$ cat config.mk
export PLATFORM = sky130hd
export DESIGN_NAME = kbd_event_fifo_flat
export DESIGN_NICKNAME = d
export VERILOG_FILES = /design/src/rtl/kbd_event_fifo_if.sv /design/src/rtl/kbd_event_fifo.sv /design/src/flat_wrapper.sv
export SDC_FILE = /design/constraint.sdc
export NUM_CORES = 1
export LEC_CHECK = 0
export BUFFER_PORTS_ARGS = -buffer_cell sky130_fd_sc_hd__buf_4
export CAP_MARGIN = 20
export CORE_MARGIN = 4
export CORE_UTILIZATION = 60
export DETAILED_ROUTE_END_ITERATION = 16
export PLACE_DENSITY = 0.76
export SYNTH_ARGS = -nofsm -noshare
export SYNTH_HDL_FRONTEND = slang
export SYNTH_SLANG_ARGS = --single-unit
$ cat constraint.sdc
create_clock -name clk_50 -period 3.8 [get_ports clk_50]
set_clock_uncertainty 0.1 [all_clocks]
set_input_delay 0.19 -clock clk_50 [delete_from_list [all_inputs] [get_ports clk_50]]
set_output_delay 0.19 -clock clk_50 [all_outputs]
set_load 0.03 [all_outputs]
$ cat src/rtl/kbd_event_fifo_if.sv
// Keyboard event push port and CPU register-window port of the event FIFO.
interface kbd_event_fifo_if #(
  parameter int unsigned AW = 3
);
  logic          kbd_data_ready;
  logic [7:0]    kbd_scan_code;
  logic [7:0]    kbd_ascii;
  logic          kbd_extended;
  logic          kbd_released;
  logic          kbd_shift_key_on;
  logic          rd_req;
  logic [1:0]    reg_sel;
  logic [7:0]    dout;
  logic          kbd_irq;
  logic [AW:0]   count;

  // Decoder/CPU side drives events and reads; the FIFO answers.
  modport master (
    output kbd_data_ready, kbd_scan_code, kbd_ascii,
    output kbd_extended, kbd_released, kbd_shift_key_on,
    output rd_req, reg_sel,
    input  dout, kbd_irq, count
  );

  modport slave (
    input  kbd_data_ready, kbd_scan_code, kbd_ascii,
    input  kbd_extended, kbd_released, kbd_shift_key_on,
    input  rd_req, reg_sel,
    output dout, kbd_irq, count
  );
endinterface

$ cat src/rtl/kbd_event_fifo.sv
// PS/2 keyboard event FIFO with a CPU register window; the head entry is
// popped when a STATUS read is released (synchronised read-then-release).
module kbd_event_fifo #(
  parameter int unsigned DEPTH = 8,
  parameter int unsigned AW    = 3
) (
  input  logic           clk_50,
  input  logic           reset,
  kbd_event_fifo_if.slave bus
);

  localparam logic [AW:0] DEPTH_C = (AW + 1)'(DEPTH);

  typedef struct packed {
    logic       shift;
    logic       extended;
    logic       released;
    logic [7:0] scan;
    logic [7:0] ascii;
  } kbd_evt_t;

  typedef enum logic {
    ST_IDLE  = 1'b0,
    ST_ARMED = 1'b1
  } state_t;

  kbd_evt_t      mem_q [DEPTH];
  logic [AW-1:0] wr_ptr_q, wr_ptr_d;
  logic [AW-1:0] rd_ptr_q, rd_ptr_d;
  logic [AW:0]   count_q, count_d;
  logic          overflow_q, overflow_d;
  logic          irq_q;
  logic          rd_s1_q, rd_s2_q, rd_s3_q;
  state_t        state_q, state_d;

  logic          rise_c, fall_c, nonempty_c, full_c;
  logic          push_c, pop_c;
  kbd_evt_t      head_c, entry_c;
  logic [7:0]    dout_c;

  assign rise_c     = rd_s2_q & ~rd_s3_q;
  assign fall_c     = ~rd_s2_q & rd_s3_q;
  assign nonempty_c = (count_q != '0);
  assign full_c     = (count_q == DEPTH_C);
  assign head_c     = mem_q[rd_ptr_q];

  assign entry_c = '{shift:    bus.kbd_shift_key_on,
                     extended: bus.kbd_extended,
                     released: bus.kbd_released,
                     scan:     bus.kbd_scan_code,
                     ascii:    bus.kbd_ascii};

  // Pop FSM: arm on a STATUS read of a non-empty FIFO, pop on its release.
  always_comb begin
    state_d = state_q;
    pop_c   = 1'b0;
    case (state_q)
      ST_IDLE: begin
        if (rise_c && (bus.reg_sel == 2'd2) && nonempty_c) begin
          state_d = ST_ARMED;
        end
      end
      ST_ARMED: begin
        if (fall_c) begin
          state_d = ST_IDLE;
          pop_c   = 1'b1;
        end
      end
      default: state_d = ST_IDLE;
    endcase
  end

  // Pointer, occupancy and sticky overflow next-state.
  always_comb begin
    push_c     = bus.kbd_data_ready & (~full_c | pop_c);
    wr_ptr_d   = wr_ptr_q;
    rd_ptr_d   = rd_ptr_q;
    count_d    = count_q;
    overflow_d = overflow_q;
    if (push_c) begin
      wr_ptr_d = wr_ptr_q + AW'(1);
    end
    if (pop_c) begin
      rd_ptr_d = rd_ptr_q + AW'(1);
    end
    case ({push_c, pop_c})
      2'b10:   count_d = count_q + (AW + 1)'(1);
      2'b01:   count_d = count_q - (AW + 1)'(1);
      default: count_d = count_q;
    endcase
    if (pop_c) begin
      overflow_d = 1'b0;
    end else if (bus.kbd_data_ready && full_c) begin
      overflow_d = 1'b1;
    end
  end

  // Control state, read synchroniser and interrupt register.
  always_ff @(posedge clk_50 or negedge reset) begin
    if (!reset) begin
      state_q    <= ST_IDLE;
      wr_ptr_q   <= '0;
      rd_ptr_q   <= '0;
      count_q    <= '0;
      overflow_q <= 1'b0;
      irq_q      <= 1'b0;
      rd_s1_q    <= 1'b0;
      rd_s2_q    <= 1'b0;
      rd_s3_q    <= 1'b0;
    end else begin
      state_q    <= state_d;
      wr_ptr_q   <= wr_ptr_d;
      rd_ptr_q   <= rd_ptr_d;
      count_q    <= count_d;
      overflow_q <= overflow_d;
      irq_q      <= (count_d != '0);
      rd_s1_q    <= bus.rd_req;
      rd_s2_q    <= rd_s1_q;
      rd_s3_q    <= rd_s2_q;
    end
  end

  // Event storage; contents are only observed when the FIFO is non-empty.
  always_ff @(posedge clk_50) begin
    if (push_c) begin
      mem_q[wr_ptr_q] <= entry_c;
    end
  end

  // Register window; head fields read as zero when empty.
  always_comb begin
    dout_c = 8'h00;
    case (bus.reg_sel)
      2'd0: dout_c = nonempty_c ? head_c.ascii : 8'h00;
      2'd1: dout_c = nonempty_c ? head_c.scan  : 8'h00;
      2'd2: dout_c = {nonempty_c, overflow_q, 3'b000,
                      nonempty_c & head_c.shift,
                      nonempty_c & head_c.extended,
                      nonempty_c & head_c.released};
      default: dout_c = 8'(count_q);
    endcase
  end

  assign bus.dout    = dout_c;
  assign bus.count   = count_q;
  assign bus.kbd_irq = irq_q;

endmodule

$ cat src/flat_wrapper.sv
// flat-port wrapper written by rule: the top's interface ports become plain ports
module kbd_event_fifo_flat 
#(
  parameter int unsigned DEPTH = 8,
  parameter int unsigned AW    = 3
)
  (clk_50, reset, bus_kbd_data_ready, bus_kbd_scan_code, bus_kbd_ascii, bus_kbd_extended, bus_kbd_released, bus_kbd_shift_key_on, bus_rd_req, bus_reg_sel, bus_dout, bus_kbd_irq, bus_count);
  kbd_event_fifo_if #(.AW(AW)) bus_i ();
  input  logic clk_50;
  input  logic reset;
  input wire logic [$bits(bus_i.kbd_data_ready)-1:0] bus_kbd_data_ready;
  input wire logic [$bits(bus_i.kbd_scan_code)-1:0] bus_kbd_scan_code;
  input wire logic [$bits(bus_i.kbd_ascii)-1:0] bus_kbd_ascii;
  input wire logic [$bits(bus_i.kbd_extended)-1:0] bus_kbd_extended;
  input wire logic [$bits(bus_i.kbd_released)-1:0] bus_kbd_released;
  input wire logic [$bits(bus_i.kbd_shift_key_on)-1:0] bus_kbd_shift_key_on;
  input wire logic [$bits(bus_i.rd_req)-1:0] bus_rd_req;
  input wire logic [$bits(bus_i.reg_sel)-1:0] bus_reg_sel;
  output wire logic [$bits(bus_i.dout)-1:0] bus_dout;
  output wire logic [$bits(bus_i.kbd_irq)-1:0] bus_kbd_irq;
  output wire logic [$bits(bus_i.count)-1:0] bus_count;
  assign bus_i.kbd_data_ready = bus_kbd_data_ready;
  assign bus_i.kbd_scan_code = bus_kbd_scan_code;
  assign bus_i.kbd_ascii = bus_kbd_ascii;
  assign bus_i.kbd_extended = bus_kbd_extended;
  assign bus_i.kbd_released = bus_kbd_released;
  assign bus_i.kbd_shift_key_on = bus_kbd_shift_key_on;
  assign bus_i.rd_req = bus_rd_req;
  assign bus_i.reg_sel = bus_reg_sel;
  assign bus_dout = bus_i.dout;
  assign bus_kbd_irq = bus_i.kbd_irq;
  assign bus_count = bus_i.count;
  kbd_event_fifo #(.DEPTH(DEPTH), .AW(AW)) u_core (.clk_50(clk_50), .reset(reset), .bus(bus_i));
endmodule
# Word level (Yosys, flattened, before mapping)
# Memories as Yosys holds them, arrays and structs flattened.
# Index checks and enable logic that the tools add are counted.
# totals
regBits	16
latchBits	0
mem_bits_rw	152
rom_bits	0
input_bits	25
out_inout_bits	13
word_cells	50
n_memories	1
# classes
n_addsub	4
multipliers	0
div_mod_pow	0
n_lt_le_gt_ge	0
n_eq_ne	5
shifts	0
n_mux	13
bitwise_logic	11
n_reduce_logical	7
# mem_list
name	words	width	rd	rd_ports_with_merged_regs	wr	line_no	source
u_core.mem_q	8	19	1	0	1	kbd_event_fifo.sv:27	kbd_evt_t mem_q [DEPTH];
# ops
operator	count
one-hot mux 8 bit (3 select lines)	1
two-way mux 8 bit	2
two-way mux 1 bit	8
one-hot mux 4 bit (2 select lines)	1
nonzero test 4 bit	2
adder 3 x 1 -> 3 bit, second input constant	2
bitwise AND 1 bit	6
adder 4 x 1 -> 4 bit, second input constant	1
equality test 2 x 1 -> 1 bit, second input constant	2
equality test 2 bit, second input constant	2
equality test 4 bit, second input constant	1
inverter 1 bit	4
subtractor 4 x 1 -> 4 bit, second input constant	1
logical AND 1 bit	3
logical NOT 2 bit	1
one-hot mux 1 bit (2 select lines)	1
nonzero test 2 bit	1
bitwise OR 1 bit	1

# Depth between registers and ports, before layout
# Gate-level depths: netlist (run 1).
# logic_depth
ltp_word	9
mapped_depth	9
depth_no_buf	7

# Worst setup path before layout (run 1)
# No wires, ideal clock.
# synth_timing
kind	flip-flop to flip-flop
start	register u_core.count_q[1] (netlist: u_core.bus.count[1])
end	memory u_core.mem_q[0][0] (netlist bit) (enable)
setup_time_ps	419
arrival_time_ps	2927
t_required_ps	3281
path_slack_ps	354
path_stages_with_launch	6
n_path_buf	1
period_less_slack_ps	3446
cell_sequence	dfrtp_1 > clkbuf_1 > nor4b_1 > a21boi_0 > nand2b_1 > nor3_1
# synth_between
elab_chain_len	6
# synth_lines
item	line_no	source
start, declared	kbd_event_fifo.sv:30	logic [AW:0] count_q, count_d;
start signal, assigned	kbd_event_fifo.sv:114	count_q <= count_d;
equality test 4 bit	kbd_event_fifo.sv:44	assign full_c = (count_q == DEPTH_C);
inverter 1 bit	kbd_event_fifo.sv:75	push_c = bus.kbd_data_ready & (~full_c | pop_c);
bitwise OR 1 bit	kbd_event_fifo.sv:75	
bitwise AND 1 bit	kbd_event_fifo.sv:75	
two-way mux 1 bit	kbd_event_fifo.sv:125	if (push_c) begin
two-way mux 1 bit (not written as such)	kbd_event_fifo.sv:126	mem_q[wr_ptr_q] <= entry_c;
end, declared	kbd_event_fifo.sv:27	
# No other way between the ends.

# Worst setup path after layout (run 1)
# layout_timing
start	register u_core.rd_ptr_q[0]
end	output port bus_dout[5]
# layout_between
elab_chain_len	3
elab_cells_between_ends	4
cone_classes	mux: 3; memory: 1
# layout_lines
item	line_no	source
start, declared	kbd_event_fifo.sv:29	logic [AW-1:0] rd_ptr_q, rd_ptr_d;
start signal, assigned	kbd_event_fifo.sv:113	rd_ptr_q <= rd_ptr_d;
memory read (8 x 19 bit) *	-	
two-way mux 8 bit (on tied branches)	kbd_event_fifo.sv:135, kbd_event_fifo.sv:134	
one-hot mux 8 bit (3 select lines) *	kbd_event_fifo.sv:133	case (bus.reg_sel)
end, declared	flat_wrapper.sv:19	output wire logic [$bits(bus_i.dout)-1:0] bus_dout;
# Every way passes the cells marked *; elsewhere a longest branch is shown, timed or not.

==> summary.md, run 1 <==
| Metric | Value |
|---|---|
| Run status | complete, no violations |
| TritonCTS Sinks | approximately 170 |
| Design Power | 6.10 mW |
| PortBufs | 37 |
| Largest net degree at the start of global routing | 33 |
| Startpoint Class | flip-flop |
| Layout Area Growth over Synthesis | 19.3% |
| Clk root buf | clkbuf_16 |
| GRT Total Usage | 23.2% |
| TritonCTS clock tree | built |
| Post-route cell area | 8160 sq um |
| Cell taking the most area after synthesis | edfxtp_1 |
| Final GP Congestion | 0.845 |
| Vias | 3,677 |
| Met3 global-route usage | 5.00% |
| H-tree depth | 4 |
| CTS max path bufs | 2 |
| Hold/Removal Path Class | input port to async pin |
| Top-count cell post-synth | edfxtp_1 |
| DP Area | approximately 7300 sq um |
| Synth warn | 0 |
| Fin nets | 463 |
| Logic gate share of total power | roughly a quarter |
| Crit. End Element | output pin |
| DP Wirelength | 8580 microns |
| Post-synthesis cell type count | between 50 and 60 |
| LEAKAGE | roughly 2.9 nW |
| Maxcap violations | 0 |
| Grt total ovfl | 0 |
| Initial antenna violation count | 0 |
| Clock share of power | 31.0% |
| Width of the die | roughly 110 microns |
| Post-cts resize count | 0 |
| Int Power | 4.30 mW |
| Global-route wire length before repair | between 20,000 and 25,000 microns |
| Sw Pwr | approximately 1.8 mW |
| EDFF count, synth | 152 |
| Hold Violations, Final | 0 |
| Die area | 13,200 sq um |
| Final setup fails | 0 |
| Final WL | 14,100 microns |
| RSZ-0062 raised after global routing | no |
| Worst Path Arrival | 2.94 ns |
| Placement Rows | 38 |
| Synth cell count leaders | edfxtp_1 (152), mux2i_1 (30), mux4_2 (17) |
| Max_slew headroom | 34.3% |
| Sw frac | 29.4% |
| Initial DRC Count | 245 |
| Share of layout cells above drive strength 1 | about a quarter |
| Tmin final | 3.23 ns |
| Routed Antenna Nets | 0 |
| Measured slew at the worst slew-check pin | 0.986 ns |
| Worst r2r src | u_core.rd_s2_q$_DFF_PN0_ |
| Initial Util | 62.3% |
| Mapped Area | 6840 sq um |
| Post-Syn Nets | 393 |
| Share of synthesized flip-flops with an asynchronous set or reset | 9.52% |
| Total core area | 11,000 sq um |
| Mapped Cells | 365 |
| CP Cell Sequence | mux4_1, mux4_2, and2_1, buf_4 |
| Slew Viols, Final | 0 |
| Diodes inserted | 0 |
| Via density | about 6.3 |
| Final period utilization | 84.9% |
| Iteration count of the initial detailed-routing pass | 5 |
| Most used routing layer | met2 |
| Final setup TNS | 0 ns |
| Critical-path top delay cell | dfrtp_2 |
| Residual DRC | 0 |
| Max VDD drop | 0.491 mV |
| Max incr delay on CP | 1.01 ns |
| Worst-Skew Late Latency | ~0.42 ns |
| Routed len/inst | 23.9 microns |
| Cts bufs inserted | 17 |
| CP Max Fanout | 32 |
| Seq pwr share | 43.7% |
| Pwr/cell area | 747 nW/um^2 |
| Ranking of synthesized cells by area | edfxtp_1 (67%), dfrtp_1 (5.9%), mux4_2 (5.6%) |
| Worst EP required | 3.51 ns |
| Peak Freq | 310 MHz |
| Synthesized area per cell | 18.7 sq um |
| I/O Pins | 38 |
| Met1 usage | 31.2% |
| Clk slew on worst S/H paths | 0.06 ns |
| Register bit total from synthesis | 168 |
| CP Launch Point | u_core.rd_ptr_q[0]$_DFFE_PN0N_ |
| Met2 Use GR | 37.5% |
| Top FF cell, synth | edfxtp_1 |
| Die Ht | 115 microns |
| Top cell type's share of synthesized area | around two thirds |
| Number of global-route vias before repair | ~3,800 |
| Critical path type | flip-flop to output pin |
| Seq/Total Area, Yosys | 72.6% |
[registers in the layout, summed over array words and instances, names as in the netlist]
name / count
u_core.bus.kbd_irq: 1
u_core.wr_ptr_q: 3
u_core.rd_ptr_q: 3
u_core.rd_s2_q: 1
u_core.bus.count: 4
u_core.state_q: 1
u_core.rd_s3_q: 1
u_core.mem_q: 152
u_core.overflow_q: 1
u_core.rd_s1_q: 1
[power groups by stage]
stage               clock network, mW  registers [mW]  logic, mW
floorplan                           0            2.50       1.22
global placement                    0            2.67       1.49
detailed placement                  0            2.69       1.52
CTS                              1.92            2.66       1.55
global route                     2.01            2.70       1.65
finish                           1.89            2.66       1.54
[layout make-up]
cell class                 instances  area [sq um]
fill                             640          2820
sequential                       168          4970
inverter                           1          3.75
multi-input combinational        176          1770
clock buffer                      19           433
tap                              140           175
clock inverter                    13           226
timing repair buffer              71           588
[worst paths after layout]
path,end,slack (ns),cells past startpoint
worst min-delay path,u_core.wr_ptr_q[2]$_DFFE_PN0P_,0.07,2
worst min register to register,u_core.rd_s2_q$_DFF_PN0_,0.25,0
min in group clk_50,u_core.rd_s2_q$_DFF_PN0_,0.25,0
worst max-delay path,bus_dout[5],0.57,4
max in group asynchronous,u_core.rd_ptr_q[0]$_DFFE_PN0N_,3.33,2
worst max register to register,u_core.mem_q[0][9]$_DFFE_PP_,0.88,5
[per-layer routing]
layer | routed length (microns) | vias up
li1 | - | 1629
met1 | 5860 | 1871
met2 | 7080 | 153
met3 | 811 | 24
met4 | 311 | 0
met5 | 0 | -
[through the flow]
step	hold slack, ns	worst slack [ns]	cells	util, %
global route	0.0705	0.495	588	74.3
CTS	0.0598	0.557	588	74.3
detailed placement	-0.0402	0.922	534	66.3
global placement	-0.0417	0.940	534	66.3
finish	0.0692	0.573	588	74.3
floorplan	-0.206	0.354	365	-
[logic make-up after synthesis]
logic type                 count (synthesis)  share of synthesized area (%)
muxes                                     63                           14.6
DFF                                      168                           72.6
xor gates and xnor gates                   7                          0.896
buffers and inverters                     21                           1.94
and+or+nand+nor                           65                           5.38
adders and majority gates                  3                          0.549
AOI/OAI and AO/OA                         38                           4.06
[placed cells by master, fill, tap and decap left out, drive strengths merged, types with 3 or more instances in the layout]
cell	netlist	routed
a21oi	5	5
buf	14	49
nand2	12	12
a32oi	3	3
mux2i	30	30
nand3	6	6
nor2b	3	3
ha	3	3
clkbuf	6	19
nand2b	6	6
o21ai	3	3
mux4	26	26
bufinv	0	6
mux2	7	7
clkinv	0	5
nor2	12	12
a22oi	13	13
dfrtp	16	16
a22o	3	3
dlygate4sd3	0	22
and2	6	6
xnor2	5	5
edfxtp	152	152
nor3	4	4
[worst max-delay path, delay by kind of cell (launching register included)]
family	cells	cell delay, ns
multiplexers	2	1.13
flip-flops	1	1.01
buffers and inverters	1	0.17
AND/OR/NAND/NOR	1	0.19
[timing repair]
item	CTS	global route
hold buffers	22	0
buffers inserted	0	0
endpoints found under the setup margin	0	0
hold endpoints to repair	170	0
Note: power is estimated with default switching activity, not from simulation.
==> run 2: changes to the inputs <==
--- a/config.mk
+++ b/config.mk
@@ -5,12 +5,13 @@
 export SDC_FILE = /design/constraint.sdc
 export NUM_CORES = 1
 export LEC_CHECK = 0
+export ABC_AREA = 1
 export BUFFER_PORTS_ARGS = -buffer_cell sky130_fd_sc_hd__buf_4
 export CAP_MARGIN = 20
 export CORE_MARGIN = 4
-export CORE_UTILIZATION = 60
+export CORE_UTILIZATION = 55
 export DETAILED_ROUTE_END_ITERATION = 16
-export PLACE_DENSITY = 0.76
+export PLACE_DENSITY = 0.73
 export SYNTH_ARGS = -nofsm -noshare
 export SYNTH_HDL_FRONTEND = slang
 export SYNTH_SLANG_ARGS = --single-unit
==> constraint.sdc (replaced) <==
create_clock -name clk_50 -period 2.9 [get_ports clk_50]
set_clock_uncertainty 0.1 [all_clocks]
set_input_delay 0.145 -clock clk_50 [delete_from_list [all_inputs] [get_ports clk_50]]
set_output_delay 0.145 -clock clk_50 [all_outputs]
set_load 0.03 [all_outputs]
==> run 2 against run 1 <==
Against the previous run: count of clock-buffer cells in the layout up 1; largest power group unchanged; register-to-register slack worse by 0.19 ns; non-clock buffer count up 4; synthesized cell count up 81%.
==> summary.md, run 2 <==
| Metric | Value |
|---|---|
| Via density | 5.37 (was 6.25) |
| Final WL | 15,900 microns (was 14,100 microns) |
| Max VDD drop | 0.596 mV (was 0.491 mV) |
| Post-Syn Nets | 690 (was 393) |
| Pwr/cell area | 967 nW/um^2 (was 747 nW/um^2) |
| Hold/Removal Path Class | input port to async pin (unchanged) |
| Startpoint Class | flip-flop (unchanged) |
| Synth cell count leaders | nand2_1 (169), edfxtp_1 (152), nand3_1 (81) (was edfxtp_1 (152), mux2i_1 (30), mux4_2 (17)) |
| Cts bufs inserted | 17 (unchanged) |
| Top FF cell, synth | edfxtp_1 (unchanged) |
| Top cell type's share of synthesized area | 63.7% (was 66.7%) |
| Layout Area Growth over Synthesis | 17.4% (was 19.3%) |
| Placement Rows | 41 (was 38) |
| Die area | 14,900 sq um (was 13,200 sq um) |
| I/O Pins | 38 (unchanged) |
| Initial Util | 56.6% (was 62.3%) |
| Final period utilization | 87.6% |
| Vias | 4,901 (was 3,677) |
| Routed Antenna Nets | 0 (unchanged) |
| Slew Viols, Final | 0 (unchanged) |
| Run status | complete, no violations (unchanged) |
| Final GP Congestion | 0.832 (was 0.845) |
| Diodes inserted | 0 (unchanged) |
| Most frequent cells in the layout | nand2_1 (169), edfxtp_1 (152), nand3_1 (81) (was edfxtp_1 (152), buf_4 (49), mux2i_1 (30)) |
| Seq/Total Area, Yosys | 69.3% (was 72.6%) |
| Share of layout cells above drive strength 1 | 13.0% (was 25.4%) |
| Dpl cells | 859 (was 534) |
| Initial antenna violation count | 0 (unchanged) |
| RSZ-0062 raised after global routing | no (unchanged) |
| TritonCTS Sinks | 168 (unchanged) |
| Worst Path Arrival | 2.30 ns (was 2.94 ns) |
| EDFF count, synth | 152 (unchanged) |
| Max reg flops | 152 (unchanged) |
| Mapped Cells | 662 (was 365) |
| Die Ht | 122 microns (was 115 microns) |
| Synth warn | 0 (unchanged) |
| Post-CTS Setup Inserts | 0 (unchanged) |
| Residual DRC | 0 (unchanged) |
| H-tree depth | 4 (unchanged) |
| CTS max path bufs | 2 (unchanged) |
| Synthesized area per cell | 10.8 sq um (was 18.7 sq um) |
| CP Launch Point | u_core.rd_ptr_q[0]$_DFFE_PN0N_ (unchanged) |
| Tmin final | 2.54 ns |
| Final setup TNS | 0 ns (unchanged) |
| Maxcap violations | 0 (unchanged) |
| Cell taking the most area after synthesis | edfxtp_1 (unchanged) |
| Routed len/inst | 17.4 microns (was 23.9 microns) |
| Initial DRC Count | 509 (was 245) |
| Fin nets | 756 (was 463) |
| LEAKAGE | 3.41 nW (was 2.85 nW) |
| Iteration count of the initial detailed-routing pass | 5 (unchanged) |
| Clk root buf | clkbuf_16 (unchanged) |
| Register bit total from synthesis | 168 (unchanged) |
| Crit. End Element | output pin (unchanged) |
| TritonCTS clock tree | built (unchanged) |
| Post-synthesis cell type count | 24 (was 52) |
| CP Max Fanout | 78 (was 32) |
| Critical path type | flip-flop to output pin (unchanged) |
| GRT Total Usage | 22.7% (was 23.2%) |
| Total core area | 12,700 sq um (was 11,000 sq um) |
| Measured slew at the worst slew-check pin | 1.05 ns (was 0.986 ns) |
| PortBufs | 37 (unchanged) |
| Clk slew on worst S/H paths | 0.06 ns (about the same) |
| Peak Freq | 394 MHz |
| Top-count cell post-synth | nand2_1 (was edfxtp_1) |
| Global-route wire length before repair | 25,000 microns (was 21,900 microns) |
| Reg2Reg Depth | 7 (was 5) |
| Number of global-route vias before repair | 4,814 (was 3,791) |
| Mapped Area | 7170 sq um (was 6840 sq um) |
| Worst EP required | 2.65 ns (was 3.51 ns) |
| Hold Violations, Final | 0 (unchanged) |
| Ranking of synthesized cells by area | edfxtp_1 (64%), nand2_1 (8.9%), nand3_1 (5.7%) (was edfxtp_1 (67%), dfrtp_1 (5.9%), mux4_2 (5.6%)) |
| Commonest non-fill, non-tap cell in the layout | nand2_1 (was edfxtp_1) |
| Final setup fails | 0 (unchanged) |
| Worst r2r src | u_core.rd_s2_q$_DFF_PN0_ (unchanged) |
| DP Wirelength | 8900 microns (was 8580 microns) |
| Grt total ovfl | 0 (unchanged) |
| Max_slew headroom | 29.7% (was 34.3%) |
| Share of synthesized flip-flops with an asynchronous set or reset | 9.52% (unchanged) |
| Largest net degree at the start of global routing | 79 (was 33) |
| Fin cells | 912 (was 588) |
| Width of the die | 122 microns (was 115 microns) |
| Worst-Skew Late Latency | 0.42 ns (about the same) |
| Largest Register | u_core.mem_q (unchanged) |
-- run 2: changes by cell type after synthesis, moves of 13 or more --
cell     delta
o21ai_0    +28
nand2_1   +157
nand3_1    +75
nor2_1     +62
o21ai_1    +17
a22oi_1    -13
mux2i_1    -30
inv_1      +63
mux4_2     -17
-- run 2: worst paths after layout --
kind | end | slack (ns)
max in group asynchronous | u_core.rd_ptr_q[0]$_DFFE_PN0N_ | 2.48
worst max-delay path | bus_dout[7] | 0.36
min in group clk_50 | u_core.state_q$_DFF_PN0_ | 0.11
worst max register to register | u_core.mem_q[2][10]$_DFFE_PP_ | 0.69
worst min register to register | u_core.rd_s2_q$_DFF_PN0_ | 0.26
worst min-delay path | u_core.bus.count[1]$_DFF_PN0_ | 0.02
-- run 2: power breakdown --
part,internal [mW],switching (mW)
Sequential,3.05,0.159
Combinational,0.847,1.89
Clock,1.33,0.853
Total,5.23,2.90
-- run 2: cells by family after synthesis --
logic type	count (synthesis)	synth area share, %
buf+inv	95	6.23
compound gates	58	4.19
fa+ha+maj	3	0.524
simple gates	334	19.3
flops	168	69.3
xor+xnor	4	0.489
-- run 2: repair_timing --
action	in CTS	in global routing
hold endpoints to repair	172	0
gates resized for setup	0	1
endpoints found under the setup margin	0	1
hold buffers	22	0
-- run 2: through the flow --
stage	total power, mW	hold slack (ns)	setup slack (ns)	area (sq um)	utilization, %
2_1_floorplan	5.20	-0.251	0.376	7170	-
3_3_place_gp	5.87	-0.0861	0.655	7620	60.1
3_5_place_dp	5.96	-0.0868	0.627	7620	60.1
4_1_cts	8.16	0.00386	0.165	8410	66.4
5_1_grt	8.63	0.0344	0.182	8410	66.4
6_report	8.14	0.0206	0.360	8410	66.4
-- run 2: layer usage --
layer	global-route usage (%)	wire length (microns)	up-vias
met5	0	0	-
met4	9.24	436	0
met3	6.92	975	34
met2	36.6	7870	158
met1	29.0	6580	2351
li1	-	-	2358
-- run 2: layout make-up --
class                           instances  area, sq um
Multi-Input combinational cell        399         1780
Sequential cell                       168         4970
Timing Repair Buffer                   75          634
Fill cell                             945         4260
Clock inverter                         11          131
Inverter                               67          254
Tap cell                              172          215
Clock buffer                           20          437
-- run 2: critical path: stages, from the launching register on --
cell and delay, ns:
dfrtp_2 0.39, buf_6 0.48, nor2_1 0.12, nor2_1 0.14, o21ai_0 0.11, nand2_1 0.08
nand2_1 0.05, nand2_1 0.09, nand3_1 0.07, nand3_1 0.14, buf_4 0.16
==> run 3: changes to the inputs <==
--- a/config.mk
+++ b/config.mk
@@ -8,7 +8,8 @@
 export ABC_AREA = 1
 export BUFFER_PORTS_ARGS = -buffer_cell sky130_fd_sc_hd__buf_4
 export CAP_MARGIN = 20
-export CORE_MARGIN = 4
+export CORE_ASPECT_RATIO = 0.5
+export CORE_MARGIN = 2
 export CORE_UTILIZATION = 55
 export DETAILED_ROUTE_END_ITERATION = 16
 export PLACE_DENSITY = 0.73
==> run 3 against run 2 <==
Against the previous run: via count increased by 0.27%; cell area decreased by 0.40%; routed wire length decreased by 0.92%; critical path type unchanged; critical endpoint is now bus_dout[0].
==> summary.md, run 3 (synthesis results as in run 2) <==
| Metric | Value |
|---|---|
| Seq pwr share | 40.4% (was 39.5%) |
| R2R Setup Slk | 0.79 ns (was 0.69 ns) |
| Slew Viols, Final | 0 (unchanged) |
| Initial Util | 56.4% (was 56.6%) |
| Final GP Congestion | 0.873 (was 0.832) |
| H-tree depth | 4 (unchanged) |
| Die area | 14,000 sq um (was 14,900 sq um) |
| CTS max path bufs | 2 (unchanged) |
| Placement Rows | 29 (was 41) |
| Layout Area Growth over Synthesis | 16.9% (was 17.4%) |
| Fin nets | 758 (was 756) |
| Met2 Use GR | 35.6% (was 36.6%) |
| Hold-fix buffers at CTS | 22 (unchanged) |
| Reg2Reg Depth | 7 (unchanged) |
| Total core area | 12,700 sq um (about the same) |
| CP Max Fanout | 47 (was 78) |
| Sw frac | 37.3% (was 35.7%) |
| Final setup fails | 0 (unchanged) |
| Int Power | 4.99 mW (was 5.23 mW) |
| Final WL | 15,700 microns (was 15,900 microns) |
| Hold Violations, Final | 0 (unchanged) |
| Width of the die | 165 microns (was 122 microns) |
| Largest Register | u_core.mem_q (unchanged) |
| Vias | 4,914 (was 4,901) |
| Sw Pwr | 2.97 mW (was 2.90 mW) |
| Routed len/inst | 17.3 microns (was 17.4 microns) |
| Final period utilization | 88.6% (was 87.6%) |
| Clock share of power | 25.1% (was 26.9%) |
| Fin cells | 911 (was 912) |
| Hold/Removal Path Class | input port to async pin (unchanged) |
| Post-cts resize count | 0 (unchanged) |
| RSZ-0062 raised after global routing | no (unchanged) |
| Share of layout cells above drive strength 1 | 13.6% (was 13.0%) |
| Worst Path Arrival | 2.32 ns (was 2.30 ns) |
| Grt total ovfl | 0 (unchanged) |
| DP Wirelength | 8980 microns (was 8900 microns) |
| Crit. End Element | output pin (unchanged) |
| Pwr/cell area | 951 nW/um^2 (was 967 nW/um^2) |
| Max reg flops | 152 (unchanged) |
| Initial antenna violation count | 0 (unchanged) |
| CP Cell Sequence | inv_4, buf_4, nand2_1, nand2_1, nand2_1, nand3_1, nand3_1, nand3_1, nand2_1, nand2_1, buf_4 (was buf_6, nor2_1, nor2_1, o21ai_0, nand2_1, nand2_1, nand2_1, nand3_1, nand3_1, buf_4) |
| Final setup TNS | 0 ns (unchanged) |
| WP buf/inv | 3 (was 2) |
| Number of global-route vias before repair | 4,629 (was 4,814) |
| Max_slew headroom | 45.7% (was 29.7%) |
| Startpoint Class | flip-flop (unchanged) |
| Met3 global-route usage | 6.42% (was 6.92%) |
| Most Frequent Cell on Critical Path | nand2_1 (unchanged) |
| Clk slew on worst S/H paths | 0.06 ns (about the same) |
| Global-route wire length before repair | 24,500 microns (was 25,000 microns) |
| Via density | 5.39 (was 5.37) |
| Measured slew at the worst slew-check pin | 0.810 ns (was 1.05 ns) |
| I/O Pins | 38 (unchanged) |
| Die Ht | 84.7 microns (was 122 microns) |
| Critical path type | flip-flop to output pin (unchanged) |
| Commonest non-fill, non-tap cell in the layout | nand2_1 (unchanged) |
| Worst-Skew Late Latency | 0.41 ns (was 0.42 ns) |
| PortBufs | 37 (unchanged) |
| Critical-path top delay cell | dfrtp_2 (was buf_6) |
| Peak Freq | 389 MHz (was 394 MHz) |
| Iteration count of the initial detailed-routing pass | 7 (was 5) |
| Max VDD drop | 0.523 mV (was 0.596 mV) |
| Most frequent cells in the layout | nand2_1 (169), edfxtp_1 (152), nand3_1 (81) (unchanged) |
| FF-to-FF End | u_core.mem_q[0][3]$_DFFE_PP_ (was u_core.mem_q[2][10]$_DFFE_PP_) |
| Post-CTS Setup Inserts | 0 (unchanged) |
| Tmin final | 2.57 ns (was 2.54 ns) |
| Routed Antenna Nets | 0 (unchanged) |
| Initial DRC Count | 561 (was 509) |
| Most used routing layer | met2 (unchanged) |
| Residual DRC | 0 (unchanged) |
| TritonCTS Sinks | 168 (unchanged) |
| Largest net degree at the start of global routing | 79 (unchanged) |
| Met1 usage | 34.6% (was 29.0%) |
| Diodes inserted | 0 (unchanged) |
| LEAKAGE | 3.39 nW (was 3.41 nW) |
| Cts bufs inserted | 17 (unchanged) |
| Maxcap violations | 0 (unchanged) |
| Dpl cells | 859 (unchanged) |
| Clk root buf | clkbuf_16 (unchanged) |
| Crit path max-delay family | buffers and inverters (was simple AND/OR/NAND/NOR gates) |
| GRT Total Usage | 23.8% (was 22.7%) |
| Logic gate share of total power | 34.5% (was 33.7%) |
| TritonCTS clock tree | built (unchanged) |
| Max incr delay on CP | 0.44 ns (was 0.48 ns) |
| Worst EP required | 2.65 ns (about the same) |
| Worst r2r src | u_core.rd_s2_q$_DFF_PN0_ (unchanged) |
| Run status | complete, no violations (unchanged) |
-- run 3: cell types whose count changed in the layout (fill, tap and decap cells not counted) --
| cell | change |
|---|---|
| buf_4 | +3 |
| buf_6 | -1 |
| bufinv_16 | -3 |
| clkbuf_1 | -3 |
| clkinv_1 | -1 |
| clkinv_2 | -4 |
| clkinv_4 | +3 |
| clkinvlp_4 | +4 |
| inv_6 | +3 |
-- run 3: metal layers --
| layer | vias up | share of wire [%] |
|---|---|---|
| met4 | 0 | 1.2 |
| met3 | 19 | 7.9 |
| met1 | 2346 | 46 |
| met5 | - | 0 |
| li1 | 2360 | - |
| met2 | 189 | 45 |
-- run 3: cell type report --
class                           instances  area (sq um)
Sequential cell                       168          4970
Fill cell                             959          4320
Multi-Input combinational cell        399          1780
Timing Repair Buffer                   77           646
Clock buffer                           17           425
Inverter                               67           254
Tap cell                              170           213
Clock inverter                         13           100
-- run 3: worst max-delay path by stage --
stage,depth (start not counted),to,startpoint
2_1_floorplan,5,u_core.mem_q[0][0]$_DFFE_PP_,u_core.bus.count[1]$_DFF_PN0_
3_3_place_gp,11,bus_dout[0],u_core.rd_ptr_q[0]$_DFFE_PN0N_
3_5_place_dp,7,u_core.mem_q[0][11]$_DFFE_PP_,u_core.rd_s2_q$_DFF_PN0_
4_1_cts,11,bus_dout[0],u_core.rd_ptr_q[0]$_DFFE_PN0N_
5_1_grt,11,bus_dout[0],u_core.rd_ptr_q[0]$_DFFE_PN0N_
6_report,11,bus_dout[0],u_core.rd_ptr_q[0]$_DFFE_PN0N_
-- run 3: power groups by stage --
stage | Sequential (mW) | Combinational (mW) | Clock [mW]
2_1_floorplan | 3.27 | 1.92 | 0
3_3_place_gp | 3.25 | 2.63 | 0
3_5_place_dp | 3.26 | 2.69 | 0
4_1_cts | 3.21 | 2.74 | 2.03
5_1_grt | 3.25 | 3.05 | 2.13
6_report | 3.21 | 2.75 | 2.00
-- run 3: per-stage QoR --
stage	total power [mW]	util, %	hold slack, ns	worst slack [ns]	instance area (sq um)
global placement	5.88	60.1	-0.0803	0.813	7630
detailed placement	5.95	60.1	-0.0804	0.800	7630
global route	8.43	66.0	0.0385	0.176	8380
CTS	7.98	66.0	0.0259	0.336	8380
finish	7.97	66.0	0.0264	0.331	8380
floorplan	5.20	-	-0.251	0.376	7170
-- run 3: worst register-to-register path: stages (launching register included) --
cell and delay, ns:
dfrtp_1 0.42, nor2_2 0.18, nand2_2 0.11, nand4_1 0.16
nand2_2 0.10, or2_4 0.28, nor2_2 0.09, buf_4 0.33
